[src/rtl/phy_pkg.sv]
// Shared constants for both halves of the two-lane PHY.
// Phase values are counter states of the 8f-rate phase counter.
package phy_pkg;
  localparam int         BYTE_W        = 8;
  localparam int         NUM_LANES     = 2;
  localparam logic [7:0] IDLE_BYTE     = 8'hBC;
  localparam logic [2:0] SAMPLE0_PHASE = 3'd3;
  localparam logic [2:0] SAMPLE1_PHASE = 3'd7;
  localparam logic [2:0] LOAD_PHASE    = 3'd7;

  typedef struct packed {
    logic              vld;
    logic [BYTE_W-1:0] data;
  } byte_t;
endpackage

[src/rtl/phy_tx_if.sv]
// Byte-channel inputs, sample strobes and serial lane outputs of the PHY transmitter.
interface phy_tx_if;
  import phy_pkg::*;
  logic [BYTE_W-1:0] data_in_0;
  logic              valid_in_0;
  logic [BYTE_W-1:0] data_in_1;
  logic              valid_in_1;
  logic              sample_0;
  logic              sample_1;
  logic              transfer_0;
  logic              transfer_1;

  modport master (
    output data_in_0, valid_in_0, data_in_1, valid_in_1,
    input  sample_0, sample_1, transfer_0, transfer_1
  );
  modport slave (
    input  data_in_0, valid_in_0, data_in_1, valid_in_1,
    output sample_0, sample_1, transfer_0, transfer_1
  );
endinterface

[src/rtl/partoserial.sv]
// One lane: holding slot, MSB-first shift register and idle-byte insertion.
module partoserial
  import phy_pkg::*;
#(
  parameter logic [7:0] IDLE_BYTE = phy_pkg::IDLE_BYTE
) (
  input  logic              clk,
  input  logic              rst_n,
  input  logic              wr_en,
  input  logic [BYTE_W-1:0] wr_data,
  input  logic              load_strobe,
  output logic              serial
);
  logic              hold_full_q, hold_full_d;
  logic [BYTE_W-1:0] hold_q, hold_d;
  logic [BYTE_W-1:0] shreg_q, shreg_d;

  always_comb begin
    hold_full_d = hold_full_q;
    hold_d      = hold_q;
    shreg_d     = {shreg_q[BYTE_W-2:0], 1'b0};
    if (load_strobe) begin
      shreg_d     = hold_full_q ? hold_q : IDLE_BYTE;
      hold_full_d = 1'b0;
      hold_d      = '0;
    end
    // A write on the load edge refills the slot the old byte just left.
    if (wr_en) begin
      hold_full_d = 1'b1;
      hold_d      = wr_data;
    end
  end

  always_ff @(posedge clk or negedge rst_n) begin
    if (!rst_n) begin
      hold_full_q <= 1'b0;
      hold_q      <= '0;
      shreg_q     <= '0;
    end else begin
      hold_full_q <= hold_full_d;
      hold_q      <= hold_d;
      shreg_q     <= shreg_d;
    end
  end

  assign serial = shreg_q[BYTE_W-1];
endmodule

[src/rtl/phy_tx.sv]
// Two-lane PHY transmitter: time-multiplexes two byte channels, stripes valid
// bytes alternately across lanes and serializes each lane from one 8f clock.
module phy_tx
  import phy_pkg::*;
#(
  parameter logic [7:0] IDLE_BYTE = phy_pkg::IDLE_BYTE,
  parameter int         BYTE_W    = phy_pkg::BYTE_W
) (
  input  logic     clk_8f,
  input  logic     reset_L,
  phy_tx_if.slave  bus
);
  logic [2:0]           cnt_q, cnt_d;
  byte_t                mux_q, mux_d;
  logic                 lane_sel_q, lane_sel_d;
  logic                 stripe_phase, load;
  logic [NUM_LANES-1:0] wr_en;
  logic [NUM_LANES-1:0] ser;
  logic [BYTE_W-1:0]    stripe_data;

  always_comb begin
    cnt_d        = cnt_q + 3'd1;
    stripe_phase = (cnt_q == SAMPLE0_PHASE) || (cnt_q == SAMPLE1_PHASE);
    load         = (cnt_q == LOAD_PHASE);
    mux_d        = mux_q;
    if (cnt_q == SAMPLE0_PHASE) begin
      mux_d.vld  = bus.valid_in_0;
      mux_d.data = bus.data_in_0;
    end else if (cnt_q == SAMPLE1_PHASE) begin
      mux_d.vld  = bus.valid_in_1;
      mux_d.data = bus.data_in_1;
    end
    // Stripe uses the pre-edge mux byte, i.e. the channel sampled one slot ago.
    lane_sel_d = lane_sel_q;
    wr_en      = '0;
    if (stripe_phase && mux_q.vld) begin
      wr_en[lane_sel_q] = 1'b1;
      lane_sel_d        = ~lane_sel_q;
    end
  end

  always_ff @(posedge clk_8f or negedge reset_L) begin
    if (!reset_L) begin
      cnt_q      <= '0;
      mux_q      <= '0;
      lane_sel_q <= 1'b0;
    end else begin
      cnt_q      <= cnt_d;
      mux_q      <= mux_d;
      lane_sel_q <= lane_sel_d;
    end
  end

  assign stripe_data = mux_q.data;

  for (genvar i = 0; i < NUM_LANES; i++) begin : g_lane
    partoserial #(.IDLE_BYTE(IDLE_BYTE)) u_lane (
      .clk         (clk_8f),
      .rst_n       (reset_L),
      .wr_en       (wr_en[i]),
      .wr_data     (stripe_data),
      .load_strobe (load),
      .serial      (ser[i])
    );
  end

  assign bus.sample_0   = (cnt_q == SAMPLE0_PHASE);
  assign bus.sample_1   = (cnt_q == SAMPLE1_PHASE);
  assign bus.transfer_0 = ser[0];
  assign bus.transfer_1 = ser[1];
endmodule

[src/flat_wrapper.sv]
// flat-port wrapper written by rule: the top's interface ports become plain ports
module phy_tx_flat import phy_pkg::*;
#(
  parameter logic [7:0] IDLE_BYTE = phy_pkg::IDLE_BYTE,
  parameter int         BYTE_W    = phy_pkg::BYTE_W
)
  (clk_8f, reset_L, bus_data_in_0, bus_valid_in_0, bus_data_in_1, bus_valid_in_1, bus_sample_0, bus_sample_1, bus_transfer_0, bus_transfer_1);
  phy_tx_if bus_i ();
  input  logic clk_8f;
  input  logic reset_L;
  input wire logic [$bits(bus_i.data_in_0)-1:0] bus_data_in_0;
  input wire logic [$bits(bus_i.valid_in_0)-1:0] bus_valid_in_0;
  input wire logic [$bits(bus_i.data_in_1)-1:0] bus_data_in_1;
  input wire logic [$bits(bus_i.valid_in_1)-1:0] bus_valid_in_1;
  output wire logic [$bits(bus_i.sample_0)-1:0] bus_sample_0;
  output wire logic [$bits(bus_i.sample_1)-1:0] bus_sample_1;
  output wire logic [$bits(bus_i.transfer_0)-1:0] bus_transfer_0;
  output wire logic [$bits(bus_i.transfer_1)-1:0] bus_transfer_1;
  assign bus_i.data_in_0 = bus_data_in_0;
  assign bus_i.valid_in_0 = bus_valid_in_0;
  assign bus_i.data_in_1 = bus_data_in_1;
  assign bus_i.valid_in_1 = bus_valid_in_1;
  assign bus_sample_0 = bus_i.sample_0;
  assign bus_sample_1 = bus_i.sample_1;
  assign bus_transfer_0 = bus_i.transfer_0;
  assign bus_transfer_1 = bus_i.transfer_1;
  phy_tx #(.IDLE_BYTE(IDLE_BYTE), .BYTE_W(BYTE_W)) u_core (.clk_8f(clk_8f), .reset_L(reset_L), .bus(bus_i));
endmodule
[config.mk]
export PLATFORM = sky130hd
export DESIGN_NAME = phy_tx_flat
export DESIGN_NICKNAME = d
export VERILOG_FILES = /design/src/rtl/phy_pkg.sv /design/src/rtl/phy_tx_if.sv /design/src/rtl/partoserial.sv /design/src/rtl/phy_tx.sv /design/src/flat_wrapper.sv
export SDC_FILE = /design/constraint.sdc
export NUM_CORES = 1
export LEC_CHECK = 0
export CELL_PAD_IN_SITES_DETAIL_PLACEMENT = 0
export CELL_PAD_IN_SITES_GLOBAL_PLACEMENT = 1
export CORE_MARGIN = 2
export CORE_UTILIZATION = 46
export DETAILED_ROUTE_END_ITERATION = 6
export PLACE_DENSITY_LB_ADDON = 0.1
export SYNTH_ARGS = -nofsm -noshare
export SYNTH_HDL_FRONTEND = slang
export SYNTH_HIERARCHICAL = 1
export SYNTH_SLANG_ARGS = --single-unit
[constraint.sdc]
create_clock -name clk_8f -period 3.5 [get_ports clk_8f]
set_clock_uncertainty 0.05 [all_clocks]
set_input_delay 0.525 -clock clk_8f [delete_from_list [all_inputs] [get_ports clk_8f]]
set_output_delay 0.525 -clock clk_8f [all_outputs]
set_load 0.02 [all_outputs]
==> results.md <==
Worst setup path:
- In this run the worst path has a maximum fanout of 10.
- The slowest cell on the critical path is clkdlybuf4s50_1.
- The worst setup path is launched from a flop.
- The combined buffer and inverter count along the critical path is 1.
- The setup path with the least slack is of type reg -> out.
- At the worst endpoint, the arrival time is 2.04 ns.
- The most numerous cell type found on the critical path is ha_1.
- The worst setup path is captured at an output pin.
- The signal on the critical path passes through ha_1 -> ha_1 -> clkdlybuf4s50_1.
- For this run, the slowest stage of the critical path takes 0.71 ns.
- At the worst endpoint, the required time is 2.92 ns.
- The kind of cell with the highest combined delay on the critical path is buffers and inverters.

STA:
- The max-slew violation total from the final report came to 0.
- Hold is met by 0.355 ns.
- The worst path in the final design needs a cycle of 2.61 ns, including I/O delays and setup.
- The final sum of negative setup slack is 0 ns.
- The number of failing setup endpoints in the final timing report is 0.
- The measured slew at the worst slew-check pin is 1.04 ns.
- Setup repair after global routing left no endpoint under its margin.
- Across all setup checks in the final design, the least slack found is 0.889 ns.
- Based on the critical path, the design can be clocked at up to 0.383 GHz.
- The worst slew margin relative to its limit is 30.9%.
- The number of hold violations in the final report is 0.
- After layout, the worst path uses 74.6% of the clock period.

Route:
- The mean number of vias per cell is 5.05.
- The routed wirelength normalized by instance count is 14.2 um.
- For this run, design rule violations remaining after detail routing come to 0.
- The count of nets left with antenna violations once routing finished came out at 0.
- The aggregate routed wire length is 3340 um.
- The first detailed-routing pass ran for 4 iterations.
- The final route contains 1,187 vias.
- For this block, the initial DRC count from the detailed router was 88.

Global route:
- The initial antenna violation count came to 0.
- Global routing used 16.6% of the available tracks.
- The total congestion overflow after global routing is 0.
- The wire length of the first global-routing pass is 5460 um.
- The via count of the first global-routing pass is 1,134.
- The pin count of the biggest net entering global routing is 48.

Logic synthesis:
- After synthesis, the mean cell area works out to 11.8 um^2.
- The number of nets in the synthesized netlist is 182.
- The distinct cell type count after synthesis is 20.
- The flop and latch count out of synthesis is 47.
- dfrtp_1 takes more of the synthesized area than any other cell.
- Counting every instance in the synthesized netlist gives 159.
- After synthesis, the cell types taking the most area are dfrtp_1 (63%), mux2i_1 (4.8%), o22a_1 (3.7%).
- Summing every instance area after synthesis gives 0.00188 mm^2.
- Sequential cells were found to cover 62.7% of the synthesized design area.
- Summed over its instances, the top area cell type makes up 62.7% of the synthesized netlist area.
- The Yosys step of the flow raised 6 warnings.

Final layout:
- Of the cells placed in the final design, the portion with a size suffix greater than 1 is 5.95%.
- Cells fill 56.3% of the core in the end.
- The layout has 355 filler cells.
- Relative to the synthesized area, the layout overhead comes to 19.1%.
- The number of antenna diodes in the final layout is 0.
- In the final design database the tool counted 207 nets.
- The final cell count without fillers is 235.

Floorplanning:
- The die width is 67.9 um.
- The core area is 0.00397 mm^2.
- The initial cell density of the core is 47.2%.
- The floorplan has 23 rows.
- The die covers 0.00460 mm^2.
- For this design the top-level I/O count stands at 24.
- The die is 67.9 um tall.

Power:
- The part of the total power dissipated in the clock network is 33.3%.
- Summed over all cells, the static leakage comes to 0.993 nW.
- Dividing total power by cell area gives a power density of 552 mW/mm^2.
- The share of total power consumed by net switching is 22.9%.
- The share of power burned in combinational logic is 11.4%.
- Across the VDD grid, the largest voltage drop is 0.000205 V.
- The internal power of the cells totals 0.000951 W.
- The relative contribution of sequential cells to total power is 55.2%.
- The analysis attributes to net switching a power of 0.000283 W.

CTS:
- The number of buffers inserted during clock tree synthesis is 5.
- Counting every sink on the clock net gives 47.
- The clock passes through at most 2 buffers.
- The number of hold buffers added after CTS was 0.
- The quantity of gates resized following cts is 0.
- After clock tree synthesis, the clock-pin slew on the worst setup and hold paths is 0.08 ns.
- The clock reaches the later pin of the worst-skew pair after 0.30 ns.
- TritonCTS built the clock tree.
- The H-tree was split into 2 levels.
- The total setup buffers inserted after CTS is 0.
- The CTS root buffer is clkbuf_8.

Worst hold path:
- The path class of the lowest-slack min-delay path is in -> async.

Place:
- During placement, the flow inserted port buffers numbering 23.
- The placed wire-length estimate after detailed placement is 2280 um.
- The post-placement worst setup slack is 1.20 ns.
- The post-placement cell count is 227.
- The routability congestion estimate from global placement is 0.728.

Status:
- The flow ran to the end, and the final reports show no timing, DRC or antenna violations.

Job:
- Across the run, the number of max-cap violations was 0.
through the flow:
| step | total power [W] | area, um^2 |
|---|---|---|
| 2_1_floorplan | 0.000767 | 1880 |
| 3_3_place_gp | 0.000828 | 2120 |
| 3_5_place_dp | 0.000836 | 2120 |
| 4_1_cts | 0.00124 | 2230 |
| 5_1_grt | 0.00129 | 2230 |
| 6_report | 0.00123 | 2230 |
routing by layer:
layer	global-route usage [%]	routed length, um	part of all wire [%]	vias up
met4	7.50	57	1.7	0
met3	4.93	143	4.3	6
met2	22.7	1430	43	31
li1	-	-	-	586
met5	0	0	0	-
met1	24.2	1710	51	564
path summary, 6_finish.rpt:
path	startpoint	end	slack (ns)	cells past startpoint
max in group asynchronous	reset_L	u_core/g_lane[0].u_lane/shreg_q[1]	2.42	1
worst max register to register	u_core/cnt_q[0]	u_core/g_lane[0].u_lane/hold_q[6]	1.33	6
min in group clk_8f	u_core/cnt_q[0]	u_core/cnt_q[0]	0.38	1
worst min register to register	u_core/cnt_q[0]	u_core/cnt_q[0]	0.38	1
worst max-delay path	u_core/cnt_q[0]	bus_sample_0	0.89	3
worst min-delay path	reset_L	u_core/g_lane[1].u_lane/shreg_q[5]	0.35	1
placed cells by master (no fill, tap or decap), types with 2 or more instances in the layout:
cell type,instances
a22o_1,4
clkdlybuf4s50_1,22
ha_1,3
nor2_1,14
inv_1,11
o22a_1,8
a31oi_1,2
clkbuf_8,6
buf_4,2
a21o_1,2
o31ai_1,4
nand2_1,15
and3_1,3
nand2b_1,8
mux2i_1,9
o2bb2ai_1,4
a21oi_1,9
o21ai_1,8
dfrtp_1,47
cell families after synthesis:
logic type / count (synthesis) / synth area share (%)
flops: 47 / 62.7
compound gates: 41 / 15.1
simple gates: 40 / 9.47
buf+inv: 18 / 5.47
mux: 9 / 4.80
fa+ha+maj: 3 / 2.00
xor+xnor: 1 / 0.467
cells in the mapped netlist:
master,count
a22o_1,4
o2bb2ai_1,4
nand2b_1,8
o31ai_1,4
a31oi_1,2
buf_6,3
inv_1,11
o21ai_1,8
nor2_1,14
xnor2_1,1
and3_1,3
o22a_1,8
ha_1,3
a21oi_1,9
nand2_1,15
buf_2,1
mux2i_1,9
buf_4,3
dfrtp_1,47
a21o_1,2
area by class of cell:
cell class	instances	area (um^2)	area share, %
Inverter	11	41.3	1.85
Clock inverter	2	35.0	1.57
Clock buffer	6	82.6	3.70
Sequential cell	47	1180	52.6
Multi-Input combinational cell	94	597	26.7
Timing Repair Buffer	25	240	10.8
Tap cell	50	62.6	2.80
power groups by stage:
stage                     combinational, W  clock, W  sequential [W]
after floorplan                  0.0000831         0        0.000684
after global placement            0.000138         0        0.000690
after detailed placement          0.000142         0        0.000693
after CTS                         0.000143  0.000418        0.000683
after global routing              0.000160  0.000439        0.000691
final                             0.000141  0.000411        0.000681
worst reg2reg max path, cell delays in order, from the launching register on:
cell and delay [ns]:
dfrtp_1 0.36, ha_1 0.17, buf_4 0.23, nand2_1 0.11
nor2_1 0.74, nor2_1 0.14, a22o_1 0.25
flip-flops by register name, indices dropped and copies added (netlist names):
register and cells:
u_core/lane_sel_q 1, u_core/cnt_q 3, u_core/g_lane.u_lane/shreg_q 16, u_core/g_lane.u_lane/hold_full_q 2, u_core/mux_q 1, u_core/g_lane.u_lane/hold_q 16
u_core/stripe_data 8
No activity file was read; power rests on OpenSTA's default activity.
